==> src/rtl/bin_bbox_overlay.sv <==
// Per-frame foreground bounding-box statistics on a binary pixel stream, with the
// previous frame's box overlaid as a 1-pixel rectangle on an 8-bit grey output.
module bin_bbox_overlay #(
  parameter int         IMG_W      = 1280,
  parameter int         IMG_H      = 720,
  parameter int         CW         = 11,
  parameter int         NW         = 20,
  parameter int         MIN_PIXELS = 16,
  parameter logic [7:0] BOX_COLOR  = 8'd128
) (
  input  logic          clk,
  input  logic          rst_n,
  input  logic          pre_img_vsync,
  input  logic          pre_img_hsync,
  input  logic          pre_img_valid,
  input  logic          pre_img_data,
  output logic          post_img_vsync,
  output logic          post_img_hsync,
  output logic          post_img_valid,
  output logic [7:0]    post_img_data,
  output logic          bbox_valid,
  output logic          bbox_found,
  output logic [CW-1:0] bbox_xmin,
  output logic [CW-1:0] bbox_xmax,
  output logic [CW-1:0] bbox_ymin,
  output logic [CW-1:0] bbox_ymax,
  output logic [NW-1:0] bbox_count
);

  localparam logic [CW-1:0] X_LAST = CW'(IMG_W - 1);
  localparam logic [CW-1:0] Y_LAST = CW'(IMG_H - 1);

  logic          vsync_d, valid_d;
  logic [CW-1:0] x_cnt, y_cnt;
  logic          x_ovf, y_ovf;
  logic          synced, frame_active;
  logic [CW-1:0] acc_xmin, acc_xmax, acc_ymin, acc_ymax;
  logic [NW-1:0] acc_count;

  logic          vsync_rise, valid_fall, line_end, in_range, hit;
  logic          frame_active_nxt, found_nxt, border;
  logic [CW-1:0] nxt_xmin, nxt_xmax, nxt_ymin, nxt_ymax;
  logic [NW-1:0] nxt_count;

  assign vsync_rise = pre_img_vsync & ~vsync_d;
  assign valid_fall = valid_d & ~pre_img_valid;
  // Lines that end during vertical sync belong to no frame and must not advance y.
  assign line_end   = valid_fall & ~pre_img_vsync;
  assign in_range   = ~x_ovf & ~y_ovf;
  assign hit        = pre_img_valid & pre_img_data & in_range;

  // Only frames that began with a vsync seen since reset may publish statistics.
  assign frame_active_nxt = frame_active | (pre_img_valid & synced);

  // NOTE: every combinational output is given a default first so no path holds a
  // previous value, which would otherwise infer a latch.
  always_comb begin
    nxt_count = acc_count;
    nxt_xmin  = acc_xmin;
    nxt_xmax  = acc_xmax;
    nxt_ymin  = acc_ymin;
    nxt_ymax  = acc_ymax;
    if (hit) begin
      if (acc_count != '1) nxt_count = acc_count + 1'b1;
      if (x_cnt < acc_xmin) nxt_xmin = x_cnt;
      if (x_cnt > acc_xmax) nxt_xmax = x_cnt;
      if (y_cnt < acc_ymin) nxt_ymin = y_cnt;
      if (y_cnt > acc_ymax) nxt_ymax = y_cnt;
    end
  end

  assign found_nxt = (nxt_count >= NW'(MIN_PIXELS));

  // NOTE: sequential state uses non-blocking assignments so every register in the
  // block samples pre-edge values, independent of statement order.
  always_ff @(posedge clk or negedge rst_n) begin
    if (!rst_n) begin
      vsync_d <= 1'b0;
      valid_d <= 1'b0;
      x_cnt   <= '0;
      x_ovf   <= 1'b0;
      y_cnt   <= '0;
      y_ovf   <= 1'b0;
    end else begin
      vsync_d <= pre_img_vsync;
      valid_d <= pre_img_valid;
      if (pre_img_hsync || valid_fall) begin
        x_cnt <= '0;
        x_ovf <= 1'b0;
      end else if (pre_img_valid) begin
        if (x_cnt == X_LAST) x_ovf <= 1'b1;
        else                 x_cnt <= x_cnt + 1'b1;
      end
      if (vsync_rise) begin
        y_cnt <= '0;
        y_ovf <= 1'b0;
      end else if (line_end) begin
        if (y_cnt == Y_LAST) y_ovf <= 1'b1;
        else                 y_cnt <= y_cnt + 1'b1;
      end
    end
  end

  always_ff @(posedge clk or negedge rst_n) begin
    if (!rst_n) begin
      synced       <= 1'b0;
      frame_active <= 1'b0;
      acc_count    <= '0;
      acc_xmin     <= '1;
      acc_xmax     <= '0;
      acc_ymin     <= '1;
      acc_ymax     <= '0;
      bbox_valid   <= 1'b0;
      bbox_found   <= 1'b0;
      bbox_xmin    <= '0;
      bbox_xmax    <= '0;
      bbox_ymin    <= '0;
      bbox_ymax    <= '0;
      bbox_count   <= '0;
    end else begin
      bbox_valid <= 1'b0;
      if (vsync_rise) begin
        // The pixel arriving with the vsync edge still closes into this frame.
        if (frame_active_nxt) begin
          bbox_valid <= 1'b1;
          bbox_found <= found_nxt;
          bbox_count <= nxt_count;
          bbox_xmin  <= found_nxt ? nxt_xmin : '0;
          bbox_xmax  <= found_nxt ? nxt_xmax : '0;
          bbox_ymin  <= found_nxt ? nxt_ymin : '0;
          bbox_ymax  <= found_nxt ? nxt_ymax : '0;
        end
        synced       <= 1'b1;
        frame_active <= 1'b0;
        acc_count    <= '0;
        acc_xmin     <= '1;
        acc_xmax     <= '0;
        acc_ymin     <= '1;
        acc_ymax     <= '0;
      end else begin
        frame_active <= frame_active_nxt;
        acc_count    <= nxt_count;
        acc_xmin     <= nxt_xmin;
        acc_xmax     <= nxt_xmax;
        acc_ymin     <= nxt_ymin;
        acc_ymax     <= nxt_ymax;
      end
    end
  end

  // Out-of-image pixels at saturated coordinates never land on the box edge.
  assign border = bbox_found & in_range &
                  ((((x_cnt == bbox_xmin) || (x_cnt == bbox_xmax)) &&
                    (y_cnt >= bbox_ymin) && (y_cnt <= bbox_ymax)) ||
                   (((y_cnt == bbox_ymin) || (y_cnt == bbox_ymax)) &&
                    (x_cnt >= bbox_xmin) && (x_cnt <= bbox_xmax)));

  always_ff @(posedge clk or negedge rst_n) begin
    if (!rst_n) begin
      post_img_vsync <= 1'b0;
      post_img_hsync <= 1'b0;
      post_img_valid <= 1'b0;
      post_img_data  <= 8'd0;
    end else begin
      post_img_vsync <= pre_img_vsync;
      post_img_hsync <= pre_img_hsync;
      post_img_valid <= pre_img_valid;
      if (!pre_img_valid) post_img_data <= 8'd0;
      else if (border)    post_img_data <= BOX_COLOR;
      else                post_img_data <= pre_img_data ? 8'hFF : 8'h00;
    end
  end

endmodule

==> config.mk <==
export PLATFORM = sky130hd
export DESIGN_NAME = bin_bbox_overlay
export DESIGN_NICKNAME = d
export VERILOG_FILES = /design/src/rtl/bin_bbox_overlay.sv
export SDC_FILE = /design/constraint.sdc
export NUM_CORES = 1
export LEC_CHECK = 0
export BUFFER_PORTS_ARGS = -buffer_cell sky130_fd_sc_hd__buf_2
export CORE_ASPECT_RATIO = 1.1
export CORE_MARGIN = 3
export CORE_UTILIZATION = 25
export CTS_BUF_LIST = sky130_fd_sc_hd__clkbuf_4 sky130_fd_sc_hd__clkbuf_8 sky130_fd_sc_hd__clkbuf_16
export DETAILED_ROUTE_END_ITERATION = 8
export GPL_ROUTABILITY_DRIVEN = 0
export GPL_TIMING_DRIVEN = 0
export SLEW_MARGIN = 20
export SYNTH_ARGS = -nofsm -noshare
export SYNTH_HDL_FRONTEND = slang
export SYNTH_SLANG_ARGS = --single-unit
==> constraint.sdc <==
create_clock -name clk -period 9 [get_ports clk]
set_clock_uncertainty 0.2 [all_clocks]
set_input_delay 1.8 -clock clk [delete_from_list [all_inputs] [get_ports clk]]
set_output_delay 1.8 -clock clk [all_outputs]
set_load 0.05 [all_outputs]
==> results by group <==
STA
  • RSZ-0062 raised after global routing: no
  • Max Clock Freq: 203 MHz
  • Final period utilization: 0.546
  • Hold Fails Final Rpt: 0
  • Final setup violation count: 0
  • Slew Limit Fails: 0
  • Final min period: 4920 ps
  • Worst slew margin: 0.226
  • Fin Setup TNS: 0 ps
  • Final worst slack: 4080 ps
  • Tightest Pin Transition: 1130 ps

Placed design
  • PortBufs: 82
  • Half-perimeter wire length after placement: 20900 um
  • Area after DPL: 0.0107 sq mm
  • Setup Slack @ Placement: 3620 ps
  • Placed Cells: 1594

Die
  • Core ar.: 0.0376 sq mm
  • Row cnt: 74
  • Die Wd: 193 um
  • DIE AREA: 0.0410 sq mm
  • Chip height: 212 um
  • Initial core utilization: 0.257
  • Top Ports: 83

Setup path
  • Most common cell on crit path: buf_2
  • Worst Path Buf+Inv: 3
  • Slowest CP cell: nor4_4
  • Critical path endpoint category: register
  • Crit. Startpoint: pre_img_valid
  • Slowest stage delay, CP: 850 ps
  • CP arrival: 5000 ps
  • Reg2reg setup slack: 5090 ps
  • Critical path peak fanout: 10
  • Critical path type: input port to register
  • Type of origin of the critical path: input port
  • CP Data Required Time: 9080 ps
  • Delay-heaviest family, CP: simple AND/OR/NAND/NOR gates
  • Crit-path cells: buf_2, nand4bb_2, buf_2, or2_2, nor4_1, mux2i_1, nand4b_1, nor4_4, buf_6, a211oi_2
  • R2R Path Start: x_ovf$_DFFE_PN0P_

Routing
  • Drt drc: 0
  • Post-route ant nets: 0
  • Initial DRC count: 452
  • Vias: 7872
  • Drt first pass iters: 5
  • Drt wl/cell: 17.0 um
  • DR vias/cell: 4.84
  • Final WL: 27600 um

Layout
  • Regs by FF count: acc_count x20, bbox_count x20
  • Non-filler instance count after layout: 1626
  • Fraction of layout cells with a size suffix above 1: 0.162
  • Synthesis-to-finish area growth: 17.0%
  • Number of fill cells: 4013
  • Design area: 0.0113 sq mm
  • # nets final: 1214
  • # diodes: 0

Yosys
  • Synth Flop Type: dfrtp_1
  • Syn Area/Cell: 9.49 sq um
  • Cell count after synthesis: 1017
  • Post-Syn Nets: 1112
  • Async SR Flop Fraction: 1.00
  • Sequential area share after synthesis: 0.420
  • Syn. warnings: 0
  • Number of synthesized flops with an enable pin: 0
  • Distinct cells, synth: 57
  • Flops & latches, synth: 161
  • Post-Syn Area: 0.00965 sq mm

Clock tree
  • # clock sinks: 161
  • CTS Buf Count: 17
  • CTS resizes: 0
  • CTS clk-pin slew, worst paths: 70 ps
  • Worst-Skew Late Latency: 440 ps
  • Postcts setup bufs: 0
  • CTS max path bufs: 2
  • H-tree depth: 4
  • CTS tree: done
  • Hold-fix buffers, CTS: 0
  • Root buffer cell: clkbuf_16

GRT
  • All-Layer GR Usage: 0.136
  • Gr ovfl total: 0
  • Antenna violations before repair: 0
  • Met3 Track Usage GR: 0.0246
  • Gr busiest metal: met2
  • Met1 Use GR: 0.173
  • Grt met2 use: 0.238
  • Vias in the first global route: 7915
  • Largest net degree at the start of global routing: 99
  • First-pass GRT wire length: 44100 um

Min path
  • HP Start: bbox_count[14]$_DFFE_PN0P_
  • Class of the worst hold path: register to register

Status
  • Status: complete, no violations

Pwr
  • Pwr/cell area: 179 mW/mm^2
  • Peak supply drop: 0.000137 V
  • Leakage: 5.20 nW

Run
  • # Max-Cap Violations: 0
==> power by group <==
group          internal, mW  switching, mW  leakage, nW
logic                 0.135          0.336         2.81
registers             0.787         0.0449         2.11
clock network         0.397          0.322        0.284
==> path summary, 6_finish.rpt <==
path | endpoint | depth (start not counted)
setup / recovery | bbox_xmin[10]$_DFFE_PN0P_ | 10
hold / removal | bbox_count[14]$_DFFE_PN0P_ | 2
setup reg to reg | bbox_xmin[10]$_DFFE_PN0P_ | 9
hold reg to reg | bbox_count[14]$_DFFE_PN0P_ | 2
max in group asynchronous | post_img_vsync$_DFF_PN0_ | 2
min in group asynchronous | bbox_ymin[5]$_DFFE_PN0P_ | 1
==> worst register-to-register path: cells and delay by family, from the launching register on <==
| kind | cells | cell delay, ps |
|---|---|---|
| and+or+nand+nor | 5 | 2120 |
| buffers and inverters | 2 | 560 |
| AOI/OAI and AO/OA | 1 | 70 |
| DFF | 1 | 450 |
| muxes | 1 | 350 |
==> cell usage after synthesis, types with 15 or more instances <==
master	number	area, sq um
nand2_1	69	259
a21oi_1	29	145
dfstp_2	22	578
clkbuf_1	51	191
inv_1	96	360
o221ai_1	38	333
nand4_1	19	119
nor2_1	125	469
xnor2_1	16	140
nand3_1	27	135
a211oi_2	18	225
xor2_1	15	131
ha_1	89	1110
o21ai_0	54	270
dfrtp_1	139	3480
mux2i_1	48	480
==> area by class of cell <==
type / instances / area [sq um] / area share
clock inverters: 13 / 125 / 0.0111
plain buffers: 68 / 313 / 0.0277
multi-input cells: 692 / 4930 / 0.436
clock buffers: 19 / 447 / 0.0396
repair buffers: 83 / 448 / 0.0397
flip-flops and latches: 161 / 4060 / 0.359
well taps: 494 / 618 / 0.0547
inverters: 96 / 360 / 0.0319
==> placed cells by master (no fill, tap or decap), types with 10 or more instances in the layout <==
master,synthesis,routed
a211oi_1,10,10
a211oi_2,18,18
a21o_1,12,12
a21oi_1,29,29
buf_2,4,85
clkbuf_1,51,51
clkbuf_16,0,17
dfrtp_1,139,139
dfstp_2,22,22
ha_1,89,89
inv_1,96,96
mux2i_1,48,48
nand2_1,69,69
nand3_1,27,27
nand4_1,19,19
nor2_1,125,125
o21ai_0,54,54
o221ai_1,38,38
xnor2_1,16,16
xor2_1,15,15
==> through the flow <==
step | hold WS, ps | utilization | total power [mW]
after floorplan | 235 | - | 1.17
after global placement | 250 | 0.284 | 1.31
after detailed placement | 257 | 0.285 | 1.32
after CTS | 276 | 0.300 | 2.04
after global routing | 300 | 0.300 | 2.12
final | 271 | 0.300 | 2.02
==> cells by family after synthesis <==
group | Yosys count | synth area share
simple gates | 313 | 0.158
compound gates | 210 | 0.158
buf+inv | 164 | 0.0697
flops | 161 | 0.420
fa+ha+maj | 89 | 0.115
mux | 49 | 0.0509
xor+xnor | 31 | 0.0281
==> metal layers <==
metal | vias to the layer above | routed length, um
met5 | - | 0
met4 | 0 | 515
met3 | 30 | 1110
met2 | 165 | 13400
met1 | 3885 | 12600
li1 | 3792 | -
(Power assumes the default switching activity.)
